<file path="config.mk">
export PLATFORM = sky130hd
export DESIGN_NAME = uart_link_ctrl
export DESIGN_NICKNAME = d
export VERILOG_FILES = /design/src/rtl/uart_link_pkg.sv /design/src/rtl/uart_tx_seq.sv /design/src/rtl/uart_link_ctrl.sv
export SDC_FILE = /design/constraint.sdc
export NUM_CORES = 1
export LEC_CHECK = 0
export ABC_CLOCK_PERIOD_IN_PS = 2100
export BUFFER_PORTS_ARGS = -buffer_cell sky130_fd_sc_hd__buf_2
export CAP_MARGIN = 30
export CORE_MARGIN = 3
export CORE_UTILIZATION = 45
export CTS_BUF_LIST = sky130_fd_sc_hd__clkbuf_8
export DETAILED_ROUTE_END_ITERATION = 10
export PLACE_DENSITY = 0.68
export SYNTH_ARGS = -nofsm -noshare
export SYNTH_HDL_FRONTEND = slang
export SYNTH_SLANG_ARGS = --single-unit
</file>
<file path="constraint.sdc">
create_clock -name clk -period 2.1 [get_ports clk]
set_clock_uncertainty 0.05 [all_clocks]
set_input_delay 0.105 -clock clk [delete_from_list [all_inputs] [get_ports clk]]
set_output_delay 0.105 -clock clk [all_outputs]
set_load 0.01 [all_outputs]
</file>
<file path="src/rtl/uart_link_pkg.sv">
// uart_link_pkg: shared frame bytes and state encodings for uart_link_ctrl and uart_tx_seq.
package uart_link_pkg;

   localparam logic [7:0] SOF = 8'hA5;
   localparam logic [7:0] ACK = 8'h5A;
   localparam logic [7:0] NAK = 8'hEE;

   typedef enum logic [2:0] {
      IDLE, LEN, PAYLOAD, CSUM, WAIT_RES, TX_ACK, TX_RES, TX_NAK
   } link_state_t;

   typedef enum logic [1:0] {
      TX_IDLE, TX_WAIT_HI, TX_WAIT_LO
   } tx_state_t;

endpackage

</file>
<file path="src/rtl/uart_tx_seq.sv">
// uart_tx_seq: sends one byte through the uart transmitter per request.
//   clk, rst_n      clock, asynchronous active-low reset
//   req, byte_in    request to send byte_in (held until done)
//   done            one-cycle pulse once the uart has finished the byte
//   tx_busy         uart transmitter busy
//   tx_start        one-cycle pulse to uart start_transmit
//   tx_data         byte to uart data_to_send, held through the transfer
module uart_tx_seq
   import uart_link_pkg::*;
(
   input  logic       clk,
   input  logic       rst_n,
   input  logic       req,
   input  logic [7:0] byte_in,
   output logic       done,
   input  logic       tx_busy,
   output logic       tx_start,
   output logic [7:0] tx_data
);

   tx_state_t st_q, st_d;
   logic      start_d;

   always_comb begin
      st_d    = st_q;
      start_d = 1'b0;
      done    = 1'b0;
      case (st_q)
         TX_IDLE:    if (req && !tx_busy) begin
                        start_d = 1'b1;
                        st_d    = TX_WAIT_HI;
                     end
         TX_WAIT_HI: if (tx_busy) st_d = TX_WAIT_LO;
         TX_WAIT_LO: if (!tx_busy) begin
                        done = 1'b1;
                        st_d = TX_IDLE;
                     end
         default:    st_d = TX_IDLE;
      endcase
   end

   always_ff @(posedge clk or negedge rst_n) begin
      if (!rst_n) begin
         st_q     <= TX_IDLE;
         tx_start <= 1'b0;
         tx_data  <= 8'h00;
      end else begin
         st_q     <= st_d;
         tx_start <= start_d;
         if (start_d) tx_data <= byte_in;
      end
   end

endmodule

</file>
<file path="src/rtl/uart_link_ctrl.sv">
// uart_link_ctrl: frame parser / responder between the uart byte module and the perceptron core.
//   Frame: SOF(A5), length L (1..MAX_LEN), L payload bytes, XOR checksum.
//   Good frame -> payload streamed on pl_*, frame_done, wait for result, send ACK(5A)+result.
//   Bad frame  -> frame_err, send NAK(EE).
//   clk, rst_n                 clock, asynchronous active-low reset
//   rx_new_value/rx_data/rx_error, rx_clear   uart receive side
//   tx_start/tx_data, tx_busy  uart transmit side
//   pl_we/pl_addr/pl_data, frame_done, frame_err   core payload load port
//   res_valid/res_data, res_ready                  core result handshake
//   link_busy                  high whenever not IDLE
//   Build option UART_TIMEOUT_EN: NAK a frame whose inter-byte gap reaches TIMEOUT_CYCLES.
module uart_link_ctrl
   import uart_link_pkg::*;
#(
   parameter int CLOCK_FREQUENCY = 12000000,
   parameter int MAX_LEN         = 16,
   parameter int TIMEOUT_CYCLES  = 120000
) (
   input  logic       clk,
   input  logic       rst_n,
   input  logic       rx_new_value,
   input  logic [7:0] rx_data,
   input  logic       rx_error,
   output logic       rx_clear,
   output logic       tx_start,
   output logic [7:0] tx_data,
   input  logic       tx_busy,
   output logic       pl_we,
   output logic [7:0] pl_addr,
   output logic [7:0] pl_data,
   output logic       frame_done,
   output logic       frame_err,
   input  logic       res_valid,
   input  logic [7:0] res_data,
   output logic       res_ready,
   output logic       link_busy
);

   if (MAX_LEN < 1 || MAX_LEN > 255 || CLOCK_FREQUENCY < 1 || TIMEOUT_CYCLES < 1) begin : g_bad_cfg
      $error("uart_link_ctrl: parameter out of range");
   end

   link_state_t state_q, state_d;
   logic        rx_state, evt, byte_v, err_v, to_hit;
   logic [1:0]  guard_q;
   logic [7:0]  byte_q, len_q, len_d, idx_q, idx_d, csum_q, csum_d, res_q;
   logic        we_d, done_d, err_d, tx_req, tx_done;
   logic [7:0]  tx_byte;

   assign rx_state  = state_q inside {IDLE, LEN, PAYLOAD, CSUM};
   assign link_busy = state_q != IDLE;

   // Capture stage: the uart flag stays up until it sees our clear pulse, so
   // block the clear cycle itself and the two guard cycles after it.
   assign evt = rx_state && !rx_clear && guard_q == 2'd0 && (rx_new_value || rx_error);

   always_ff @(posedge clk or negedge rst_n) begin
      if (!rst_n) begin
         rx_clear <= 1'b0;
         byte_v   <= 1'b0;
         err_v    <= 1'b0;
         byte_q   <= 8'h00;
         guard_q  <= 2'd0;
      end else begin
         rx_clear <= evt;
         byte_v   <= evt && !rx_error;
         err_v    <= evt && rx_error;
         if (evt) byte_q <= rx_data;
         guard_q  <= rx_clear ? 2'd2 : (guard_q != 2'd0 ? guard_q - 2'd1 : 2'd0);
      end
   end

`ifdef UART_TIMEOUT_EN
   logic [31:0] to_cnt;
   logic        to_run;
   assign to_run = state_q inside {LEN, PAYLOAD, CSUM};
   assign to_hit = to_run && to_cnt == 32'(TIMEOUT_CYCLES);
   always_ff @(posedge clk or negedge rst_n) begin
      if (!rst_n) to_cnt <= 32'd0;
      else        to_cnt <= (evt || !to_run) ? 32'd0 : to_cnt + 32'd1;
   end
`else
   assign to_hit = 1'b0;
`endif

   always_comb begin
      state_d   = state_q;
      len_d     = len_q;
      idx_d     = idx_q;
      csum_d    = csum_q;
      we_d      = 1'b0;
      done_d    = 1'b0;
      err_d     = 1'b0;
      res_ready = 1'b0;
      tx_req    = 1'b0;
      tx_byte   = NAK;
      case (state_q)
         IDLE:     if (byte_v && byte_q == SOF) state_d = LEN;
         LEN:      if (err_v || to_hit) err_d = 1'b1;
                   else if (byte_v) begin
                      if (byte_q == 8'd0 || byte_q > 8'(MAX_LEN)) err_d = 1'b1;
                      else begin
                         len_d   = byte_q;
                         idx_d   = 8'd0;
                         csum_d  = 8'd0;
                         state_d = PAYLOAD;
                      end
                   end
         PAYLOAD:  if (err_v || to_hit) err_d = 1'b1;
                   else if (byte_v) begin
                      we_d   = 1'b1;
                      csum_d = csum_q ^ byte_q;
                      idx_d  = idx_q + 8'd1;
                      if (idx_q + 8'd1 == len_q) state_d = CSUM;
                   end
         CSUM:     if (err_v || to_hit) err_d = 1'b1;
                   else if (byte_v) begin
                      if (byte_q == csum_q) begin
                         done_d  = 1'b1;
                         state_d = WAIT_RES;
                      end else err_d = 1'b1;
                   end
         WAIT_RES: if (res_valid) begin
                      res_ready = 1'b1;
                      state_d   = TX_ACK;
                   end
         TX_ACK:   begin
                      tx_req  = 1'b1;
                      tx_byte = ACK;
                      if (tx_done) state_d = TX_RES;
                   end
         TX_RES:   begin
                      tx_req  = 1'b1;
                      tx_byte = res_q;
                      if (tx_done) state_d = IDLE;
                   end
         TX_NAK:   begin
                      tx_req = 1'b1;
                      if (tx_done) state_d = IDLE;
                   end
         default:  state_d = IDLE;
      endcase
      if (err_d) state_d = TX_NAK;
   end

   always_ff @(posedge clk or negedge rst_n) begin
      if (!rst_n) begin
         state_q    <= IDLE;
         len_q      <= 8'd0;
         idx_q      <= 8'd0;
         csum_q     <= 8'd0;
         res_q      <= 8'd0;
         pl_we      <= 1'b0;
         pl_addr    <= 8'd0;
         pl_data    <= 8'd0;
         frame_done <= 1'b0;
         frame_err  <= 1'b0;
      end else begin
         state_q    <= state_d;
         len_q      <= len_d;
         idx_q      <= idx_d;
         csum_q     <= csum_d;
         pl_we      <= we_d;
         frame_done <= done_d;
         frame_err  <= err_d;
         if (res_ready) res_q <= res_data;
         if (we_d) begin
            pl_addr <= idx_q;
            pl_data <= byte_q;
         end
      end
   end

   uart_tx_seq u_tx_seq (
      .clk      (clk),
      .rst_n    (rst_n),
      .req      (tx_req),
      .byte_in  (tx_byte),
      .done     (tx_done),
      .tx_busy  (tx_busy),
      .tx_start (tx_start),
      .tx_data  (tx_data)
   );

endmodule

</file>
Yosys cells after proc, flatten, opt, wreduce, memory -nomap -nowiden
Cells that the tools add are included.

word-level totals
  flip-flop bits (word level) = 78
  input bits = 22
  output and inout port bits = 31
  logic and storage cells = 136

operators by class
  add/sub/neg operators = 2
  magnitude comparators = 1
  equal/unequal tests = 33
  mux-type cells = 53
  bitwise gates (word level) = 3
  reductions and logical operators = 26

operators by type and width
  operator               count
  $mux W8                7
  $pmux W8 S2            3
  $mux W3                14
  $ne A3 B3 Y1 const B   9
  $mux W1                21
  $pmux W3 S7            1
  $eq A8 B8 Y1           2
  $ne A2 B2 Y1 const B   7
  $reduce_and A13 Y1     1
  $eq A3 B3 Y1 const B   4
  $mux W2                5
  $ne A3 B2 Y1 const B   3
  $add A8 B1 Y8 const B  1
  $eq A8 B8 Y1 const B   1
  $gt A8 B5 Y1 const B   1
  $logic_not A8 Y1       1
  $xor A8 B8 Y8          1
  $logic_and A1 B1 Y1    7
  $eq A3 B2 Y1 const B   2
  $pmux W2 S3            1
  $reduce_and A6 Y1      1
  $logic_not A2 Y1       2
  $reduce_and A4 Y1      1
  $reduce_bool A2 Y1     2
  16 further kinds       20

Depth between registers and ports, before layout
  word-level depth = 8
  mapped depth = 8
  mapped depth without buffers = 7

Modules after synthesis
A second synthesis with hierarchy kept.

second synthesis, totals
  cell total of the unflattened synthesis = 345
  area total of the unflattened synthesis = 3618.5 µm²

modules (own cells, without submodules)
  module          instances  cells an instance  area an instance (µm²)  sequential area each (µm²)
  uart_link_ctrl  1          320                3198.1                  1676.6
  uart_tx_seq     1          25                 420.4                   275.3

Worst setup path before layout
OpenSTA, ideal clock, no wires.

  path type = reg2reg
  start point = reg byte_q[1]
  end point = reg state_q[1]
  library setup time = 135 ps
  arrival = 1795 ps
  data required time = 1915 ps
  setup slack = 120 ps
  cell stages (with the launch flop) = 7
  buffers on the path = 0
  clock period less this slack = 1980 ps
  cells stage by stage = dfrtp_1 nor4_2 mux2i_1 a22oi_2 and3_1 a311oi_1 a211oi_1

between the ends
  word-level cells in the longest chain between the ends = 8
  elaborated cells on any way between the ends = 28
  classes of those cells = order compare: 1; eq/ne: 15; mux: 8; reduce/logical: 4

RTL lines
  what                                              line                   source
  from (decl)                                       uart_link_ctrl.sv:46   logic [7:0] byte_q, len_q, len_d, idx_q, idx_d, csum_q, csum_d, res_q;
  from (signal assigned)                            uart_link_ctrl.sv:68   if (evt) byte_q <= rx_data;
  $gt A8 B5 Y1 or $logic_not A8 Y1 (tied branches)  uart_link_ctrl.sv:101  if (byte_q == 8'd0 || byte_q > 8'(MAX_LEN)) err_d = 1'b1;
  $logic_or A1 B1 Y1                                uart_link_ctrl.sv:101
  $mux W1                                           uart_link_ctrl.sv:101
  $mux W1                                           uart_link_ctrl.sv:100  else if (byte_v) begin
  $mux W1                                           uart_link_ctrl.sv:99   LEN: if (err_v || to_hit) err_d = 1'b1;
  $pmux W1 S3                                       uart_link_ctrl.sv:97   case (state_q)
  $ne A3 B2 Y1 (no line) (tied with other cells)    -
  $reduce_and A13 Y1 (no line)                      -
  to (signal assigned)                              uart_link_ctrl.sv:159  state_q <= state_d;
  to (decl)                                         uart_link_ctrl.sv:43   link_state_t state_q, state_d;

Parallel ways exist; a longest one is shown, timed or not.
A chain may end at the register's enable or synchronous reset.

Final worst setup path
Same ends and word-level chain as after synthesis.

==> results.tsv <==
metric	value	unit
status	completed	
sequential element share of the synthesized area	0.536	
Hold WC Path Type	in -> reg	
IO Port Bufs	52	
Yosys top cell area share	0.536	
Worst setup EP type	flip-flop	
clk root buf	clkbuf_8	
worst-margin pin slew	0.500	ns
post-synthesis cell type count	50	
CTS max path bufs	2	
Most used DFF post-synth	dfrtp_1	
total track usage	0.197	
antenna violations before repair	0	
worst hold start	rx_new_value	
vias per cell	5.31	
fin crit share	0.982	
CTS buffer count	9	
Gate Count Post-Synth	363	
worst IR drop on VDD	858	µV
CP peak stage delay	0.43	ns
max-cap viol count	0	
First DRT Iteration DRCs	158	
sw frac	0.358	
Post-synth ARST share	1.00	
Reg power frac	0.445	
n_diodes	0	
Clock power frac	0.199	
r2r setup slk	0.04	ns
Starting Density	0.466	
synthesized cell area	0.00364	mm²
worst-path maximum fanout	4	
CTS tree	done	
max_slew headroom	0.666	
Syn Area/Cell	10.0	µm²
Antenna Nets Post-Route	0	
first-pass GRT wire length	13.9	mm
DR vias	2997	
syn_nets	386	
Layout area overhead	28.5	%
reg-to-reg endpoint	state_q[1]	
Final Net Count	480	
DIE AREA	0.00920	mm²
fin area	0.00468	mm²
Pint	3.57	mW
Worst-Skew Late Latency	0.35	ns
RR Startpoint	byte_q[1]	
grt ovf	0	
core footprint	0.00781	mm²
endpoints failing setup	0	
Ports	53	
crit path kind	reg -> reg	
Fillers	669	
Sink Count	78	
combinational power share	0.357	
top cells by area, synth	dfrtp_1 (54%), nand2_1 (7.2%), mux2_2 (6.5%)	
Arr. time, crit path	2.24	ns
CP Cell Sequence	nor4_4 -> mux2i_4 -> a22oi_2 -> and3_4 -> a311oi_1 -> a211oi_1	
Post-synth EDFFs	0	
H-tree Lvls	3	
CTS clk-pin slew, worst paths	0.08	ns
Worst Setup SP	byte_q[1]	
GP Congestion	0.875	
Hold Vio Cnt, Final	0	
Seq cells post-synth	78	
Cell Count, Final, Fillers Out	564	
final WL	8.41	mm
Warnings, synthesis	0	
RSZ-0062 raised after global routing	yes	
CP max stage cell	dfrtp_1	
largest area contributor in the netlist	dfrtp_1	
P_sw	1.99	mW
Final Critical Period	2.06	ns
FF-to-FF path depth	6	
FP Rows	32	
# DRC	0	
f_max	485	MHz
vias in the first global route	2903	
Req. time, crit path	2.28	ns
dpl cell area	0.00421	mm²
WP buf/inv	0	
share of layout cells above drive strength 1	0.284	
Post-Place Cells	527	
crit-path leading delay family	simple AND/OR/NAND/NOR gates	
leakage	2.27	nW
CP Launch Type	flip-flop	
Min-Delay Endpoint	rx_clear	
Worst Hold Depth	3	
DP HPWL	5.67	mm
Die Y	95.9	µm
DR WL/cell	14.9	µm
pin count of the biggest net entering global routing	42	
Horiz. Die Dim	95.9	µm
PwrDens	1190	mW/mm²
Pins Over Slew Limit	0	
first drt pass iteration count	4	
==> metrics by stage <==
| stage | util | hold WS [ns] | power (mW) | setup TNS (ns) | setup WS (ns) |
|---|---|---|---|---|---|
| floorplan | - | -0.241 | 3.55 | 0 | 0.120 |
| detailed placement | 0.540 | 0.0619 | 4.29 | -0.0209 | -0.0209 |
| finish | 0.599 | 0.108 | 5.57 | 0 | 0.0378 |
| global route | 0.599 | 0.102 | 5.95 | -0.0446 | -0.0286 |
| global placement | 0.540 | 0.0567 | 4.22 | 0 | 0.0561 |
| CTS | 0.590 | 0.0990 | 5.46 | 0 | 0.00993 |
==> power by group through the flow <==
stage	logic (mW)	clock network [mW]	registers, mW
2_1_floorplan	1.14	0	2.42
3_3_place_gp	1.82	0	2.40
3_5_place_dp	1.86	0	2.43
4_1_cts	1.91	1.13	2.43
5_1_grt	2.21	1.19	2.56
6_report	1.99	1.11	2.48
==> worst max path at each step <==
| stage | to | cells after the start |
|---|---|---|
| floorplan | state_q[1] | 6 |
| global placement | state_q[1] | 6 |
| detailed placement | state_q[1] | 6 |
| CTS | state_q[0] | 6 |
| global route | state_q[0] | 8 |
| finish | state_q[1] | 6 |
==> per-layer routing <==
| metal | vias to the layer above | share of wire | wire length, µm | GRT usage |
|---|---|---|---|---|
| li1 | 1457 | - | - | - |
| met1 | 1462 | 0.43 | 3650 | 0.260 |
| met2 | 68 | 0.51 | 4280 | 0.323 |
| met3 | 10 | 0.043 | 363 | 0.0360 |
| met4 | 0 | 0.014 | 121 | 0.0770 |
| met5 | - | 0 | 0 | 0 |
==> worst reg2reg max path: stages (launching register included) <==
cell,delay (ns)
dfrtp_1,0.43
nor4_4,0.39
mux2i_4,0.39
a22oi_2,0.13
and3_4,0.17
a311oi_1,0.29
a211oi_1,0.08
==> area by class of cell <==
class / count / area, µm² / share of cell area
multi-input combinational: 262 / 1650 / 0.352
inverter: 4 / 15.0 / 0.00321
clock inverter: 6 / 55.1 / 0.0118
timing repair buffer: 102 / 739 / 0.158
clock buffer: 10 / 138 / 0.0294
tap: 102 / 128 / 0.0273
sequential: 78 / 1960 / 0.418
==> flip-flops by register name, indices dropped and copies added, names as in the netlist, 3 cells and up <==
name	cells
byte_q	8
csum_q	8
idx_q	8
len_q	8
pl_addr	8
pl_data	8
res_q	8
state_q	3
u_tx_seq.tx_data	8
==> cells in the mapped netlist (5+ instances only) <==
| cell type | number |
|---|---|
| o21ai_0 | 36 |
| dfrtp_1 | 78 |
| xor2_1 | 11 |
| mux2_2 | 21 |
| buf_2 | 5 |
| nand2b_1 | 6 |
| nor2_1 | 23 |
| xnor2_1 | 5 |
| nor2b_1 | 7 |
| nand3_1 | 9 |
| nor4_1 | 6 |
| a21oi_1 | 9 |
| clkbuf_1 | 11 |
| nand2_1 | 70 |
==> placed cells by master (no fill, tap or decap), drive strengths merged, types with 4 or more instances in the layout <==
cell         Yosys  routed
a21oi            9       9
nor2b            7       7
nand2           70      70
nor3b            4       4
and3             4       4
clkbuf          11      10
dlygate4sd3      0      19
nor3             4       4
o211ai           4       4
a21o             4       4
o21ai           37      37
nand2b           6       6
xnor2            5       5
inv              3       6
buf              8      83
dfrtp           78      78
xor2            11      11
mux2            21      21
nor2            23      23
nand3            9       9
nor4             8       8
==> cell families (layout without fill, tap and decap cells) <==
logic type	count (synthesis)	count (layout)	synth area share
compound gates	76	76	0.129
buf+inv	23	122	0.0275
flops	78	78	0.536
fa+ha+maj	1	1	0.00344
xor+xnor	16	16	0.0385
simple gates	147	147	0.198
mux	22	22	0.0677
==> timing repair <==
item / CTS / global route
setup buffers: 0 / 2
hold buffers: 19 / 0
endpoints found under the setup margin: 6 / 13
gates cloned: 0 / 0
endpoints found under the hold margin: 57 / 0
pin swaps: 0 / 4
gates resized for setup: 2 / 11
Note: power is estimated with default switching activity, not from simulation.
